File: src/rtl/tick_prescaler_pkg.sv
// Shared constants and helpers for the tick prescaler and its cascade counters.
package tick_pkg;

  localparam int unsigned MIN_DIV        = 2;
  localparam int unsigned SEC_DIV_100MHZ = 100000000;
  localparam int unsigned CASC_MOD_60    = 60;
  localparam int unsigned CASC_MOD_24    = 24;

  // Number of bits needed to hold the values 0..n-1 (minimum 1).
  function automatic int unsigned width_for(input int unsigned n);
    int unsigned w;
    w = 1;
    while ((w < 32) && ((32'd1 << w) < n)) begin
      w = w + 1;
    end
    return w;
  endfunction

endpackage

File: src/rtl/tick_prescaler_if.sv
// Control/status bundle of one tick_prescaler instance.
interface tick_prescaler_if #(
  parameter int unsigned DIV_W  = 27,
  parameter int unsigned CASC_W = 6
);
  logic              en;
  logic              clr;
  logic              div_wr;
  logic [DIV_W-1:0]  div_in;
  logic              div_pending;
  logic [DIV_W-1:0]  cur_div;
  logic              tick;
  logic              square;
  logic [CASC_W-1:0] casc_val;
  logic              casc_carry;

  modport master (
    output en, clr, div_wr, div_in,
    input  div_pending, cur_div, tick, square, casc_val, casc_carry
  );

  modport slave (
    input  en, clr, div_wr, div_in,
    output div_pending, cur_div, tick, square, casc_val, casc_carry
  );
endinterface

File: src/rtl/tick_prescaler_mod_counter.sv
// Modulo-MOD counter with a one-cycle carry coincident with the wrap to 0.
module mod_counter import tick_pkg::*; #(
  parameter int unsigned MOD = CASC_MOD_60,
  parameter int unsigned W   = 6
) (
  input  logic         clk,
  input  logic         rst,
  input  logic         clr,
  input  logic         inc,
  output logic [W-1:0] val,
  output logic         carry
);

  // Advance on inc, wrap at MOD-1 and flag the wrap in the same cycle.
  always_ff @(posedge clk) begin
    if (rst || clr) begin
      val   <= '0;
      carry <= 1'b0;
    end else begin
      carry <= 1'b0;
      if (inc) begin
        if (val == W'(MOD - 1)) begin
          val   <= '0;
          carry <= 1'b1;
        end else begin
          val <= val + W'(1);
        end
      end
    end
  end

endmodule

File: src/rtl/tick_prescaler.sv
// Runtime-loadable clock prescaler: tick pulse, square wave and cascaded modulo count.
module tick_prescaler import tick_pkg::*; #(
  parameter int unsigned DIV_W            = 27,
  parameter int unsigned DEFAULT_DIV      = SEC_DIV_100MHZ,
  parameter bit          CLEAR_ON_DISABLE = 1'b1,
  parameter int unsigned CASC_MOD         = CASC_MOD_60,
  parameter int unsigned CASC_W           = 6
) (
  input  logic            clk,
  input  logic            rst,
  tick_prescaler_if.slave bus
);

  logic [DIV_W-1:0]  count;
  logic [DIV_W-1:0]  cur_div;
  logic [DIV_W-1:0]  staged;
  logic [DIV_W-1:0]  div_clamped;
  logic              pending;
  logic              tick;
  logic              square;
  logic              wrap;
  logic              apply;
  logic [CASC_W-1:0] casc_val;
  logic              casc_carry;

  // Wrap detection, staged-divisor apply condition and clamp of incoming divisor.
  // >= rather than == so a count held above a freshly loaded shorter divisor still wraps.
  always_comb begin
    wrap        = bus.en && !bus.clr && (count >= (cur_div - DIV_W'(1)));
    apply       = pending && (wrap || !bus.en || bus.clr);
    div_clamped = (bus.div_in < DIV_W'(MIN_DIV)) ? DIV_W'(MIN_DIV) : bus.div_in;
  end

  // Prescale count, divisor staging/apply, and registered tick/square.
  always_ff @(posedge clk) begin
    if (rst) begin
      count   <= '0;
      cur_div <= DIV_W'(DEFAULT_DIV);
      staged  <= DIV_W'(DEFAULT_DIV);
      pending <= 1'b0;
      tick    <= 1'b0;
      square  <= 1'b1;
    end else begin
      tick   <= wrap;
      square <= (count < (cur_div >> 1));

      if (bus.clr) begin
        count <= '0;
      end else if (!bus.en) begin
        if (CLEAR_ON_DISABLE) begin
          count <= '0;
        end
      end else if (wrap) begin
        count <= '0;
      end else begin
        count <= count + DIV_W'(1);
      end

      if (apply) begin
        cur_div <= staged;
        pending <= 1'b0;
      end
      // A strobe on an apply edge is kept staged for the following wrap.
      if (bus.div_wr) begin
        staged  <= div_clamped;
        pending <= 1'b1;
      end
    end
  end

  mod_counter #(
    .MOD (CASC_MOD),
    .W   (CASC_W)
  ) u_casc (
    .clk   (clk),
    .rst   (rst),
    .clr   (bus.clr),
    .inc   (wrap),
    .val   (casc_val),
    .carry (casc_carry)
  );

  assign bus.div_pending = pending;
  assign bus.cur_div     = cur_div;
  assign bus.tick        = tick;
  assign bus.square      = square;
  assign bus.casc_val    = casc_val;
  assign bus.casc_carry  = casc_carry;

endmodule

File: src/flat_wrapper.sv
// flat-port wrapper written by rule: the top's interface ports become plain ports
module tick_prescaler_flat import tick_pkg::*;
#(
  parameter int unsigned DIV_W            = 27,
  parameter int unsigned DEFAULT_DIV      = SEC_DIV_100MHZ,
  parameter bit          CLEAR_ON_DISABLE = 1'b1,
  parameter int unsigned CASC_MOD         = CASC_MOD_60,
  parameter int unsigned CASC_W           = 6
)
  (clk, rst, bus_en, bus_clr, bus_div_wr, bus_div_in, bus_div_pending, bus_cur_div, bus_tick, bus_square, bus_casc_val, bus_casc_carry);
  tick_prescaler_if #(.DIV_W(DIV_W), .CASC_W(CASC_W)) bus_i ();
  input  logic clk;
  input  logic rst;
  input wire logic [$bits(bus_i.en)-1:0] bus_en;
  input wire logic [$bits(bus_i.clr)-1:0] bus_clr;
  input wire logic [$bits(bus_i.div_wr)-1:0] bus_div_wr;
  input wire logic [$bits(bus_i.div_in)-1:0] bus_div_in;
  output wire logic [$bits(bus_i.div_pending)-1:0] bus_div_pending;
  output wire logic [$bits(bus_i.cur_div)-1:0] bus_cur_div;
  output wire logic [$bits(bus_i.tick)-1:0] bus_tick;
  output wire logic [$bits(bus_i.square)-1:0] bus_square;
  output wire logic [$bits(bus_i.casc_val)-1:0] bus_casc_val;
  output wire logic [$bits(bus_i.casc_carry)-1:0] bus_casc_carry;
  assign bus_i.en = bus_en;
  assign bus_i.clr = bus_clr;
  assign bus_i.div_wr = bus_div_wr;
  assign bus_i.div_in = bus_div_in;
  assign bus_div_pending = bus_i.div_pending;
  assign bus_cur_div = bus_i.cur_div;
  assign bus_tick = bus_i.tick;
  assign bus_square = bus_i.square;
  assign bus_casc_val = bus_i.casc_val;
  assign bus_casc_carry = bus_i.casc_carry;
  tick_prescaler #(.DIV_W(DIV_W), .DEFAULT_DIV(DEFAULT_DIV), .CLEAR_ON_DISABLE(CLEAR_ON_DISABLE), .CASC_MOD(CASC_MOD), .CASC_W(CASC_W)) u_core (.clk(clk), .rst(rst), .bus(bus_i));
endmodule
File: config.mk
export PLATFORM = sky130hd
export DESIGN_NAME = tick_prescaler_flat
export DESIGN_NICKNAME = d
export VERILOG_FILES = /design/src/rtl/tick_prescaler_pkg.sv /design/src/rtl/tick_prescaler_if.sv /design/src/rtl/tick_prescaler_mod_counter.sv /design/src/rtl/tick_prescaler.sv /design/src/flat_wrapper.sv
export SDC_FILE = /design/constraint.sdc
export NUM_CORES = 1
export LEC_CHECK = 0
export ABC_AREA = 1
export CORE_MARGIN = 10
export CORE_UTILIZATION = 37
export DETAILED_ROUTE_END_ITERATION = 6
export GPL_TIMING_DRIVEN = 1
export PLACE_DENSITY_LB_ADDON = 0.05
export REMOVE_ABC_BUFFERS = 1
export SLEW_MARGIN = 20
export SYNTH_ARGS = -nofsm -noshare
export SYNTH_HDL_FRONTEND = slang
export SYNTH_SLANG_ARGS = --single-unit
File: constraint.sdc
create_clock -name clk -period 7.9 [get_ports clk]
set_input_delay 2.37 -clock clk [delete_from_list [all_inputs] [get_ports clk]]
set_output_delay 2.37 -clock clk [all_outputs]
set_load 0.01 [all_outputs]
==> summary.txt <==
STA
  • Final Hold Viols: 0
  • Max-slew violation count: 0
  • Final Skew: 0.0111 ns
  • Setup violators final: 0
  • Worst-Margin Slew: 0.767 ns
  • RSZ-0062 raised after global routing: no
  • Period Utilization, post-route: 56.7%
  • Max_slew headroom: 48.8%
  • Fmax: 0.223 GHz
  • Setup TNS: 0 ns
  • Post-route minimum period: 4.48 ns

Layout
  • Filler Cells Inserted: 1580
  • Antenna Cells: 0
  • Commonest non-fill, non-tap cells in the layout: nand2_1, nor2_1, dfxtp_1
  • Commonest non-fill, non-tap cell in the layout: nand2_1
  • Nets: 941
  • Layout cells sized above 1: 6.87%
  • Area of the multi-input gates: 3470 µm²
  • Register area: 1820 µm²
  • Synth-to-layout area growth: 19.4%

Power
  • Leakage power: 2.91 nW
  • Tot Pwr: 1.09 mW
  • Peak VDD IR: 0.107 mV
  • P per Cell Area: 160 nW/µm²

Floorplan
  • Initial Util: 37.8%
  • Row count: 45
  • Core area: 15100 µm²
  • Die Ht: 144 µm
  • Die Footprint: 20800 µm²
  • Die Wd: 144 µm
  • Ports: 69

Detailed routing
  • DRT Pass-1 Iters: 4
  • Post-Route WL: 15.2 mm
  • 1st-iter DRT viols: 255
  • Routed length per placed instance: 14.5 µm
  • DR vias: 5232
  • Final ANT Viol Nets: 0
  • Vias per cell: 5.00
  • DRC: 0

Clock tree
  • TritonCTS Buffers: 9
  • Post-CTS Setup Repair Bufs: 0
  • CTS tree: done
  • Clock sinks: 91
  • Reg clk slew, reported paths: 0.06 ns
  • CTS root buffer: clkbuf_16
  • CTS Buffer Depth: 2
  • Hold buffer count at CTS: 0
  • Clk Latency, worst-skew pair: 0.35 ns
  • H-tree levels: 3
  • Post-CTS sizing: 0

Critical path
  • Crit path kind: primary input to flop
  • Crit path capture type: flop
  • CP arrival: 4.74 ns
  • Critical path capture point: u_core.count[16]
  • Worst Setup SP: rst
  • CP max stage cell: inv_2
  • WP data required: 8.16 ns
  • Worst r2r src: u_core.bus.cur_div[0]
  • Largest stage delay, worst path: 0.74 ns
  • Setup crit start kind: primary input
  • Critical path, cell by cell: clkdlybuf4s50_1, inv_2, nand4_4, nor3b_1
  • Worst-path fanout max: 46
  • R2R depth: 20
  • Reg-to-reg endpoint: u_core.bus.cur_div[26]
  • Register-to-register setup slack: 3.97 ns

Place
  • Port Buffers: 68
  • Post-DP HPWL: 11.8 mm
  • RD Place Congestion: 0.875

Synth
  • Synth area leader: dfxtp_1
  • Synthesis Warnings: 0
  • Post-Synthesis Cells: 797
  • Cell area after synthesis: 5720 µm²
  • Mean area per synthesized cell: 7.17 µm²
  • Register area share after synthesis: 31.9%
  • Yosys reg bits: 91
  • Area share of the largest cell type after synthesis: 31.9%
  • Largest cells by area after synthesis: dfxtp_1, ha_1, nand2_1
  • Netlist cell types: 41

Worst hold path
  • HP Class: flop to flop

Global routing
  • Largest net degree at the start of global routing: 47
  • GR Util met2: 24.3%
  • GRT Total Usage: 15.2%
  • Met1 Use GR: 19.5%
  • First-pass GRT wire length: 25.5 mm
  • Grt ovf: 0
  • Initial antenna violation count: 0
  • Vias in the first global route: 5140
  • GR Util met3: 3.35%
  • GRT busiest layer: met2

Flow run
  • Max Cap Viol: 0

Status
  • Status: finished clean
-- how the worst min path moves through the flow --
stage	start	end	slack, ns	cells past startpoint
floorplan	u_core.count[0]	u_core.count[0]	0.43	1
global placement	u_core.count[0]	u_core.count[0]	0.43	1
detailed placement	u_core.staged[21]	u_core.staged[21]	0.45	2
CTS	u_core.staged[9]	u_core.staged[9]	0.46	2
global route	u_core.staged[9]	u_core.staged[9]	0.49	2
finish	u_core.count[0]	u_core.count[0]	0.46	1
-- stage by stage --
stage	instance area, µm²	hold slack, ns	instances	utilization (%)	setup WS, ns
2_1_floorplan	5620	0.429	774	-	4.24
3_3_place_gp	6540	0.435	1031	43.2	3.10
3_5_place_dp	6540	0.448	1031	43.2	3.02
4_1_cts	6830	0.464	1047	45.1	3.40
5_1_grt	6830	0.489	1047	45.1	3.14
6_report	6830	0.461	1047	45.1	3.42
-- flip-flops by register name (all words and copies together) (netlist names) --
register,cells
u_core.bus.tick,1
u_core.staged,27
u_core.bus.cur_div,27
u_core.bus.div_pending,1
u_core.u_casc.val,6
u_core.count,27
u_core.bus.square,1
u_core.u_casc.carry,1
-- cells by family (layout without fill, tap and decap cells) --
group | after synthesis | after routing | share of synthesized area (%)
AO/OA/AOI/OAI | 89 | 89 | 8.69
adder cells (fa/ha/maj) | 55 | 55 | 12.0
buffers and inverters | 110 | 172 | 7.46
AND/OR/NAND/NOR | 416 | 416 | 34.4
flip-flops | 91 | 91 | 31.9
XOR/XNOR | 36 | 36 | 5.51
-- power breakdown --
group	total, mW	switching, mW	leakage (nW)	internal, mW
clock	0.419	0.193	0.141	0.226
sequential	0.501	0.0219	0.746	0.479
combinational	0.173	0.0979	2.03	0.0749
-- layout make-up --
cell class,count,share of cell area [%]
multi-input cells,596,50.8
flip-flops and latches,91,26.7
repair buffers,69,10.1
inverters,87,4.78
clock buffers,11,3.56
well taps,188,3.45
clock inverters,5,0.641
-- worst max-delay path: cells and delay by family --
family / cells / cell delay [ns]
buffers and inverters: 2 / 1.47
and+or+nand+nor: 2 / 0.89
-- synthesized netlist by cell type (all sizes together) --
| cell | count |
|---|---|
| and3 | 1 |
| buf | 11 |
| nor3b | 5 |
| or2 | 9 |
| o211ai | 1 |
| nand3 | 86 |
| nand3b | 2 |
| nor3 | 20 |
| a211oi | 11 |
| nor4 | 9 |
| dfxtp | 91 |
| a21o | 2 |
| o21a | 3 |
| a21oi | 61 |
| o21ai | 9 |
| nand2 | 161 |
| clkbuf | 12 |
| nor2 | 104 |
| xor2 | 31 |
| inv | 87 |
| ha | 55 |
| nand4 | 19 |
| o22ai | 1 |
| xnor2 | 5 |
| o2111ai | 1 |
-- metal layers --
metal  part of all wire, %  up-vias
met3                   3.9       19
met1                    49     2358
met4                   2.0        0
met2                    46       91
li1                      -     2764
met5                     0        -
Power figures use the tool's default switching activity.
